## src/rtl/datapath_pkg.sv

```systemverilog
// Shared datapath definitions: memory-port state encoding, default widths and
// the bus multiplexer select code that picks the MDR as bus source.
package datapath_pkg;

  localparam int ADDR_W_DEF = 9;
  localparam int DATA_W_DEF = 32;
  localparam logic [4:0] BUS_SEL_MDR = 5'b10101;

  typedef enum logic [1:0] {
    IDLE   = 2'b00,
    REQ_RD = 2'b01,
    REQ_WR = 2'b10,
    DONE   = 2'b11
  } mdp_state_t;

endpackage

```

## src/rtl/mem_timeout_ctr.sv

```systemverilog
// Counts request cycles without acknowledge; expired flags the last allowed
// request cycle so the port can abandon the transaction on that edge.
module mem_timeout_ctr #(
  parameter int TIMEOUT = 255
) (
  input  logic clk,
  input  logic clr,
  input  logic clear,
  input  logic en,
  output logic expired
);

  logic [7:0] cnt;

  always_ff @(posedge clk or posedge clr) begin
    if (clr) begin
      cnt <= '0;
    end else if (clear) begin
      cnt <= '0;
    end else if (en) begin
      cnt <= cnt + 8'd1;
    end
  end

  assign expired = (cnt == 8'(TIMEOUT - 1));

endmodule

```

## src/rtl/mem_data_port.sv

```systemverilog
// Memory data port: MAR/MDR registers plus the single-word req/ack handshake
// to word-addressed memory, with request timeout and sticky error flag.
module mem_data_port
  import datapath_pkg::*;
#(
  parameter int ADDR_W  = ADDR_W_DEF,
  parameter int DATA_W  = DATA_W_DEF,
  parameter int TIMEOUT = 255
) (
  input  logic              clk,
  input  logic              clr,
  input  logic [DATA_W-1:0] bus_in,
  input  logic              mar_in,
  input  logic              mdr_in,
  input  logic              read,
  input  logic              write,
  input  logic              mem_ack,
  input  logic [DATA_W-1:0] mem_rdata,
  output logic              mem_req,
  output logic              mem_we,
  output logic [ADDR_W-1:0] mem_addr,
  output logic [DATA_W-1:0] mem_wdata,
  output logic [ADDR_W-1:0] mar_out,
  output logic [DATA_W-1:0] mdr_out,
  output logic              busy,
  output logic              done,
  output logic              err
);

  mdp_state_t        state, state_nxt;
  logic [ADDR_W-1:0] mar;
  logic [DATA_W-1:0] mdr;
  logic              ctr_clear, ctr_en, expired;
  logic              cmd_acc, timeout;

  mem_timeout_ctr #(.TIMEOUT(TIMEOUT)) u_ctr (
    .clk     (clk),
    .clr     (clr),
    .clear   (ctr_clear),
    .en      (ctr_en),
    .expired (expired)
  );

  always_comb begin
    state_nxt = state;
    ctr_clear = 1'b0;
    ctr_en    = 1'b0;
    cmd_acc   = 1'b0;
    timeout   = 1'b0;
    case (state)
      IDLE: begin
        ctr_clear = 1'b1;
        if (read) begin
          state_nxt = REQ_RD;
          cmd_acc   = 1'b1;
        end else if (write) begin
          state_nxt = REQ_WR;
          cmd_acc   = 1'b1;
        end
      end
      REQ_RD, REQ_WR: begin
        // A late ack on the expiry edge still counts as success.
        if (mem_ack) begin
          state_nxt = DONE;
        end else if (expired) begin
          state_nxt = DONE;
          timeout   = 1'b1;
        end else begin
          ctr_en = 1'b1;
        end
      end
      DONE:    state_nxt = IDLE;
      default: state_nxt = IDLE;
    endcase
  end

  // Handshake outputs are registered from next state so they change with it.
  always_ff @(posedge clk or posedge clr) begin
    if (clr) begin
      state   <= IDLE;
      mem_req <= 1'b0;
      mem_we  <= 1'b0;
      busy    <= 1'b0;
      done    <= 1'b0;
      err     <= 1'b0;
    end else begin
      state   <= state_nxt;
      mem_req <= (state_nxt == REQ_RD) || (state_nxt == REQ_WR);
      mem_we  <= (state_nxt == REQ_WR);
      busy    <= (state_nxt != IDLE);
      done    <= (state_nxt == DONE);
      if (cmd_acc) begin
        err <= 1'b0;
      end else if (timeout) begin
        err <= 1'b1;
      end
    end
  end

  always_ff @(posedge clk or posedge clr) begin
    if (clr) begin
      mar <= '0;
      mdr <= '0;
    end else begin
      if (state == IDLE && mar_in) begin
        mar <= bus_in[ADDR_W-1:0];
      end
      if (state == IDLE && mdr_in) begin
        mdr <= bus_in;
      end else if (state == REQ_RD && mem_ack) begin
        mdr <= mem_rdata;
      end
    end
  end

  assign mem_addr  = mar;
  assign mar_out   = mar;
  assign mem_wdata = mdr;
  assign mdr_out   = mdr;

endmodule

```

## config.mk

```make
export PLATFORM = sky130hd
export DESIGN_NAME = mem_data_port
export DESIGN_NICKNAME = d
export VERILOG_FILES = /design/src/rtl/datapath_pkg.sv /design/src/rtl/mem_timeout_ctr.sv /design/src/rtl/mem_data_port.sv
export SDC_FILE = /design/constraint.sdc
export NUM_CORES = 1
export LEC_CHECK = 0
export BUFFER_PORTS_ARGS = -buffer_cell sky130_fd_sc_hd__buf_2
export CORE_MARGIN = 5
export CORE_UTILIZATION = 48
export CTS_CLUSTER_DIAMETER = 60
export DETAILED_ROUTE_END_ITERATION = 8
export GPL_ROUTABILITY_DRIVEN = 1
export MAX_ROUTING_LAYER = met4
export PLACE_DENSITY = 0.86
export SLEW_MARGIN = 20
export SYNTH_ARGS = -nofsm -noshare
export SYNTH_HDL_FRONTEND = slang
export SYNTH_SLANG_ARGS = --single-unit
```

## constraint.sdc

```tcl
create_clock -name clk -period 4.6 [get_ports clk]
set_input_delay 0.69 -clock clk [delete_from_list [all_inputs] [get_ports clk]]
set_output_delay 0.69 -clock clk [all_outputs]
set_load 0.005 [all_outputs]
```

# --- After elaboration in Yosys (flattened, before gate mapping) ---
# Index checks and enable logic that the tools add are counted.
totals:
  ff_bits: 56
  in_bits: 71
  out_inout_bits: 87
  elab_cells: 48
op_classes:
  n_addsub: 1
  eq_ne: 7
  mux: 21
  reduce_logical: 10
ops:
  columns: ["cell", "count"]
  rows:
  - ["2-to-1 mux 32 bit", 2]
  - ["2-to-1 mux 8 bit", 2]
  - ["2-to-1 mux 1 bit", 12]
  - ["adder 8 x 1 -> 8 bit, second input constant", 1]
  - ["== test 2 bit, second input constant", 4]
  - ["== test 8 bit, second input constant", 1]
  - ["2-to-1 mux 2 bit", 4]
  - ["nonzero test 2 bit", 4]
  - ["case mux 2 bit (3 select lines)", 1]
  - ["== test 2 x 1 -> 1 bit, second input constant", 2]
  - ["logical AND 1 bit", 3]
  - ["logical NOT 2 bit", 1]
  - ["OR reduction 2 bit", 1]
  - ["logical OR 1 bit", 1]

# --- Depth between registers and ports, before layout ---
# Gate-level depths: netlist (run 1).
depth:
  word_depth: 6
  mapped_depth: 8
  depth_no_buf: 8

# --- Modules after synthesis ---
# From an unflattened synthesis (run 1), not the netlist that was laid out.
unflattened:
  hier_cells: 274
  area_unflattened_um2: 2917.8
by_module_without_submodules:
  columns: ["module", "instances", "cells_each", "area_per_inst_um2", "seq_area_each_um2"]
  rows:
  - ["mem_data_port", 1, 232, 2511.2, 1201.2]
  - ["mem_timeout_ctr", 1, 42, 406.6, 200.2]

# --- Least setup slack after synthesis (run 1) ---
# OpenSTA, ideal clock, no wires.
synth_timing:
  path_type: "flip-flop to flip-flop"
  from: "register u_ctr.cnt[0]"
  to: "register mem_req"
  arrival_time_ps: 1540
  path_slack_ps: 2948
  stages_incl_launch_ff: 9
  n_path_buf: 0
  synth_period_minus_slack_ps: 1652
  cell_sequence: "dfrtp_1 > inv_1 > ha_1 > nand3_1 > nor2_1 > o31ai_1 > nand2_1 > ha_1 > inv_1"
synth_via:
  elab_chain_len: 6
  elab_cells_between_ends: 7
synth_rtl:
  columns: ["element", "line_no", "source"]
  rows:
  - ["from (decl)", "mem_timeout_ctr.sv:13", "logic [7:0] cnt;"]
  - ["from (signal assigned)", "mem_timeout_ctr.sv:21", "cnt <= cnt + 8'd1;"]
  - ["== test 8 bit *", "mem_timeout_ctr.sv:25", "assign expired = (cnt == 8'(TIMEOUT - 1));"]
  - ["2-to-1 mux 2 bit *", "mem_data_port.sv:65", "end else if (expired) begin"]
  - ["2-to-1 mux 2 bit *", "mem_data_port.sv:63", "if (mem_ack) begin"]
  - ["case mux 2 bit (3 select lines) *", "mem_data_port.sv:50", "case (state)"]
  - ["== test 2 x 1 -> 1 bit or == test 2 bit (tied branches)", "mem_data_port.sv:88", "mem_req <= (state_nxt == REQ_RD) || (state_nxt == REQ_WR);"]
  - ["logical OR 1 bit *", "mem_data_port.sv:88", null]
  - ["to (signal assigned)", "mem_data_port.sv:88", null]
  - ["to (decl)", "mem_data_port.sv:19", "output logic mem_req,"]
# Every way passes the cells marked *; elsewhere a longest branch is shown, timed or not.
# A chain may end at the register's enable or synchronous reset.

# --- Worst setup path after layout (run 1) ---
layout_timing:
  from: "register state[1]"
  to: "register mdr[24], in the netlist mdr_out[24]"
layout_via:
  elab_chain_len: 3
  elab_cells_between_ends: 6
layout_rtl:
  columns: ["element", "line_no", "source"]
  rows:
  - ["from (decl)", "mem_data_port.sv:30", "mdp_state_t state, state_nxt;"]
  - ["from (signal assigned)", "mem_data_port.sv:87", "state <= state_nxt;"]
  - ["== test 2 x 1 -> 1 bit or logical NOT 2 bit (tied branches)", "mem_data_port.sv:110, mem_data_port.sv:108", null]
  - ["logical AND 1 bit, on equally long branches", "mem_data_port.sv:110, mem_data_port.sv:108", null]
  - ["nonzero test 2 bit (no source line) or 2-to-1 mux 32 bit (tied branches)", null, null]
  - ["to (signal assigned)", "mem_data_port.sv:109", "mdr <= bus_in;"]
  - ["to (signal assigned)", "mem_data_port.sv:111", "mdr <= mem_rdata;"]
  - ["to (decl)", "mem_data_port.sv:32", "logic [DATA_W-1:0] mdr;"]
# Parallel ways exist; a longest one is shown, timed or not.

==> results of run 1 <==
[area by class of cell]
| type | instances | area [sq um] |
|---|---|---|
| multi-input combinational | 161 | 1100 |
| clock inverter | 1 | 5.00 |
| inverter | 7 | 26.3 |
| fill | 520 | 2390 |
| timing repair buffer | 158 | 793 |
| sequential | 56 | 1400 |
| tap | 75 | 93.8 |
| clock buffer | 6 | 72.6 |
[cell usage in the layout (no fill, tap or decap), types with 2 or more instances in the layout]
cell and instances:
xor2_1 3, dfrtp_1 56, buf_2 157, inv_1 6, ha_1 7, a21oi_1 2
clkbuf_8 5, nand2_1 38, and2_2 2, mux2i_1 32, and2_1 2, mux2_2 9
o21a_1 2, o31ai_1 2, o21ai_0 34, nor2b_1 2, o211ai_1 4, nor2_1 8
[power by group]
part           leakage, nW  internal [mW]  switching [mW]
Combinational         1.25          0.494           0.500
Clock               0.0410          0.104           0.145
Sequential           0.696          0.708           0.146
Total                 1.99           1.31           0.791
[kinds of logic (layout without fill, tap and decap cells)]
logic type,count (synthesis),in the layout,share of synthesized area [%]
adders and majority gates,7,7,3.04
AOI/OAI and AO/OA,47,47,9.24
and+or+nand+nor,62,62,9.85
buffers and inverters,59,172,13.4
muxes,41,41,14.6
xor gates and xnor gates,4,4,1.21
DFF,56,56,48.6
[state kept, by name (all words and copies together) (netlist names)]
signal and cells:
busy 1, done 1, err 1, mar_out 9
mdr_out 32, mem_req 1, mem_we 1, state 2
u_ctr.cnt 8
[layer usage]
metal,up-vias,part of all wire [%],GRT usage [%]
li1,1123,-,-
met1,1067,37,20.4
met2,105,52,31.8
met3,6,10,4.45
met4,0,1.1,3.91
met5,-,0,-
[Yosys cell counts, drive strengths merged]
cell type  count
dfrtp         56
or3            1
nor3           1
o21a           2
xnor2          1
o21ba          1
mux2           9
buf           45
inv            7
nor2b          2
and2           4
nand2         39
and3b          1
nand3          1
and4b          1
o21ai         34
o211ai         4
xor2           3
and3           1
clkbuf         7
nor2           8
nor4b          1
a21oi          2
mux2i         32
a211oi         1
nand4          2
o31ai          2
a311oi         1
ha             7
[worst max-delay path: cells and delay by family (launching register included)]
family | cells | cell delay, ns
adder cells (fa/ha/maj) | 1 | 0.45
buffers and inverters | 1 | 0.09
flip-flops | 1 | 0.41
AO/OA/AOI/OAI | 1 | 0.26
AND/OR/NAND/NOR | 1 | 0.90
[worst max-delay path by stage]
stage	from	cells after the start	endpoint
floorplan	clr	1	busy
global placement	mem_ack	4	mdr_out[27]
detailed placement	state[0]	4	mdr_out[24]
CTS	state[1]	4	mdr_out[24]
global route	state[1]	4	mdr_out[24]
finish	state[1]	4	mdr_out[24]
[through the flow]
stage                     hold slack (ns)  std cells  power [mW]
after detailed placement            0.498        457        1.88
after global routing                0.553        464        2.27
after floorplan                     0.501        276        1.59
final                               0.513        464        2.10
after CTS                           0.518        464        2.13
after global placement              0.502        457        1.82
==> flow_summary.yaml, run 1 <==
run_status:
  outcome: "completed"
critical_path:
  endpoint_kind: "flip-flop"
  timing_worst_setup_path_type: "reg -> reg"
  critical_path.reg2reg.endpoint: "mdr_out[24]"
  critical_path.cell_chain: "inv_1 > ha_1 > and2_2 > o21ai_0"
  crit_path_max_fanout: 64
  setup.worst_path.start_class: "flip-flop"
  worst_path_max_delay_cell: "and2_2"
  setup.reg_to_reg.worst_slack_ns: 2.30
  timing.critical_path.slowest_cell_delay_ns: 0.90
  critical_path_required_ns: 4.73
  r2r.worst_path.cells: 4
  arrival_ns: 2.43
  worstReg2RegStart: "state[1]"
synth:
  synth_seq_cells: 56
  yosys_warnings: 0
  synth-seq-area-share_pct: 48.6
  synth_top_cell_by_area: "dfrtp_1"
  synth_area_sq_um: 2880
  syn_area_per_cell_sq_um: 10.4
  mappedNetlistNets: 354
  synth.lib_cells_used.distinct: 32
  synth_top_area_share_pct: 48.6
  synthTopCellsByArea: "dfrtp_1, buf_4, mux2i_1"
  cell_count_after_synthesis: 276
final_layout:
  post-route-util_pct: 59.3
  final_design_area_no_fill_sq_um: 3490
  antenna-diode-count: 0
  nNetsFinal: 467
  share_of_final_layout_standard_cells_stronger_than_drive_strength_1_pct: 46.0
  area_growth_pct: 21.0
global_route:
  globalRouteTotalUtil_pct: 17.9
  first_global_vias: 2190
  grt_max_degree: 65
  wire_length_of_the_first_global_routing_pass_um: 10400
  initial_antenna_violation_count: 0
  overflow: 0
power:
  vdd_drop_max_mv: 0.362
  p_per_area_nw_per_um2: 601
  static-leakage-power_nw: 1.99
timing:
  finalMaxSlewViolations: 0
  rsz0062_at_grt: "false"
  setup_slack_ns: 2.30
  slew_headroom_pct: 31.6
  final_period_minus_worst_setup_slack_ns: 2.30
  finClkSkew_ns: 0.00582
  finalHoldViolations: 0
  timing_worst_slew_pin_value_ns: 1.02
  maximum_achievable_frequency_mhz: 435
  totalNegativeSetupSlack_ns: 0
  setup_violators_final: 0
  final_worst_path_period_share_pct: 50.0
floorplan:
  design.die.area_sq_um: 7660
  ioPinCount: 158
  core.rowCount: 28
  floorplan.die.height_um: 87.5
  die_width_um: 87.5
  floorplan.initialDensity_pct: 49.0
  fp.coreArea_sq_um: 5890
cts:
  number_of_buffers_on_the_longest_clock_path: 2
  clk_pin_slew_worst_paths_ns: 0.09
  cts.hold.buffers_added: 0
  cts_tree: "done"
  cts_resized: 0
  worst_skew_pair.late_latency_ns: 0.30
  cts.htree.levels: 2
  clock-root-buffer: "clkbuf_8"
  clock_sinks: 56
  cts-buffers-inserted: 5
  cts.repair_timing.setup_buffer_count: 0
route:
  ant_nets: 0
  detail_route.wl_per_cell_um: 15.0
  detail_route.drc_violations: 0
  drtIter0Drc: 26
  via_per_inst: 4.96
  routed-via-count: 2301
  drt-pass1-iter-count: 4
  detail_route.wirelength_um: 6960
min_path:
  hold_depth: 2
  hold_path.class: "reg -> reg"
  hold_startpoint: "err"
  min_delay_worst_endpoint: "err"
run:
  cap_viol_max_count: 0
place:
  pre_cts_ws_ns: 2.27
  port_buffers: 157
  place.detailed.hpwl_um: 5380
  finalWeightedCongestion: 0.835
  detailed_place.area_sq_um: 3410
(Power assumes the default switching activity.)
==> inputs of run 2 (changes only) <==
--- a/config.mk
+++ b/config.mk
@@ -7,12 +7,12 @@
 export LEC_CHECK = 0
 export BUFFER_PORTS_ARGS = -buffer_cell sky130_fd_sc_hd__buf_2
 export CORE_MARGIN = 5
-export CORE_UTILIZATION = 48
+export CORE_UTILIZATION = 45
 export CTS_CLUSTER_DIAMETER = 60
 export DETAILED_ROUTE_END_ITERATION = 8
 export GPL_ROUTABILITY_DRIVEN = 1
 export MAX_ROUTING_LAYER = met4
-export PLACE_DENSITY = 0.86
+export PLACE_DENSITY = 0.82
 export SLEW_MARGIN = 20
 export SYNTH_ARGS = -nofsm -noshare
 export SYNTH_HDL_FRONTEND = slang
==> constraint.sdc (replaced) <==
create_clock -name clk -period 2.2 [get_ports clk]
set_input_delay 0.33 -clock clk [delete_from_list [all_inputs] [get_ports clk]]
set_output_delay 0.33 -clock clk [all_outputs]
set_load 0.005 [all_outputs]
==> run 2 against run 1 <==
- flip-flop and latch count unchanged
- final cell count rose by 1.3%
- core utilization fell by 2.8 points
- die area up 5.9%
- hold slack got worse by 0.50 ns
- sequential share of layout area is 0.66 points lower
- routed wire length decreased by 0.56%
- clock-buffer cell count did not move
- largest cell class unchanged
==> flow_summary.yaml, run 2 (synthesized netlist as in run 1, its figures left out) <==
floorplan:
  fp.coreArea_sq_um: 6280
  core.rowCount: 29
  design.die.area_sq_um: 8110
  floorplan.initialDensity_pct: 45.9
  floorplan.die.height_um: 90.1
  ioPinCount: 158
  die_width_um: 90.1
critical_path:
  arrival_ns: 2.12
  setup.worst_path.start_class: "flip-flop"
  setup.reg_to_reg.worst_slack_ns: 0.29
  worstReg2RegStart: "u_ctr.cnt[0]"
  critical_path_required_ns: 2.41
  r2r.worst_path.cells: 8
  crit_path_max_fanout: 5
  endpoint_kind: "flip-flop"
  critical_path.reg2reg.endpoint: "mem_req"
  timing_worst_setup_path_type: "reg -> reg"
timing:
  finalHoldViolations: 0
  maximum_achievable_frequency_mhz: 524
  rsz0062_at_grt: "false"
  finalMaxSlewViolations: 0
  final_worst_path_period_share_pct: 86.8
  slew_headroom_pct: 65.8
  final_period_minus_worst_setup_slack_ns: 1.91
  totalNegativeSetupSlack_ns: 0
  timing_worst_slew_pin_value_ns: 0.512
  finClkSkew_ns: 0.00677
  setup_violators_final: 0
  hold-worst-slack_ns: 0.0103
final_layout:
  final-instance-count-excl-fill: 470
  share_of_final_layout_standard_cells_stronger_than_drive_strength_1_pct: 46.8
  area_growth_pct: 23.1
  layout.cells.most_common: "buf_2"
  nNetsFinal: 471
  mostFrequentLayoutCells: "buf_2, dfrtp_1, nand2_1"
  antenna-diode-count: 0
  largest_register_ff_count: 32
place:
  place.detailed.hpwl_um: 5450
  finalWeightedCongestion: 0.817
  port_buffers: 157
  numPlacedInstances: 463
cts:
  number_of_buffers_on_the_longest_clock_path: 2
  cts_resized: 0
  cts-buffers-inserted: 5
  cts.htree.levels: 2
  cts.hold.buffers_added: 0
  clock_sinks: 56
  cts.repair_timing.setup_buffer_count: 0
  clk_pin_slew_worst_paths_ns: 0.10
  clock-root-buffer: "clkbuf_8"
  worst_skew_pair.late_latency_ns: 0.31
  cts_tree: "done"
global_route:
  wire_length_of_the_first_global_routing_pass_um: 11400
  first_global_vias: 2388
  overflow: 0
  grt_max_degree: 57
  initial_antenna_violation_count: 0
  globalRouteTotalUtil_pct: 17.1
route:
  via_per_inst: 4.92
  detail_route.drc_violations: 0
  drtIter0Drc: 78
  routed-via-count: 2312
  drt-pass1-iter-count: 4
  detail_route.wl_per_cell_um: 14.7
  ant_nets: 0
  detail_route.wirelength_um: 6920
run_status:
  outcome: "completed"
power:
  p_per_area_nw_per_um2: 1260
  vdd_drop_max_mv: 0.645
  static-leakage-power_nw: 2.02
run:
  cap_viol_max_count: 0
min_path:
  hold_path.class: "in -> async"
## run 2: worst max-delay path, stage by stage (launching register included)
cell and delay [ns]:
dfrtp_1 0.41, inv_1 0.06, ha_1 0.20, nand3_1 0.17, nor2_1 0.13, o31ai_1 0.36
nand2_1 0.15, ha_1 0.30, inv_1 0.04
## run 2: worst max-delay path by stage
stage / from / end / slack [ns] / depth (start not counted)
floorplan: clr / busy / 0.50 / 1
global placement: state[0] / mar_out[4] / 0.40 / 4
detailed placement: state[1] / mar_out[7] / 0.32 / 4
CTS: state[1] / mar_out[7] / 0.30 / 4
global route: u_ctr.cnt[0] / mem_req / 0.15 / 8
finish: u_ctr.cnt[0] / mem_req / 0.29 / 8
## run 2: per-layer routing
layer | routed length (um) | vias to the layer above | global-route usage [%]
met1 | 2620 | 1072 | 19.2
li1 | - | 1125 | -
met3 | 688 | 6 | 6.01
met5 | 0 | - | -
met2 | 3550 | 109 | 29.2
met4 | 67 | 0 | 4.09
## run 2: power breakdown
group / internal (mW) / switching [mW] / total (mW)
clock: 0.252 / 0.324 / 0.576
sequential: 1.48 / 0.298 / 1.78
combinational: 1.06 / 1.06 / 2.12
total: 2.79 / 1.68 / 4.47
## run 2: metrics by stage
step | setup slack [ns] | power [mW] | util, % | instance area (sq um)
floorplan | 0.499 | 3.33 | - | 2880
global placement | 0.401 | 3.87 | 55.1 | 3460
CTS | 0.301 | 4.56 | 56.5 | 3550
detailed placement | 0.317 | 3.96 | 55.1 | 3460
finish | 0.291 | 4.47 | 56.5 | 3550
global route | 0.152 | 4.86 | 56.5 | 3550
## run 2: layout make-up
| class | instances | area, sq um |
|---|---|---|
| Tap cell | 77 | 96.3 |
| Sequential cell | 56 | 1400 |
| Clock inverter | 1 | 8.76 |
| Clock buffer | 6 | 82.6 |
| Fill cell | 568 | 2730 |
| Timing Repair Buffer | 162 | 836 |
| Inverter | 7 | 26.3 |
| Multi-Input combinational cell | 161 | 1100 |
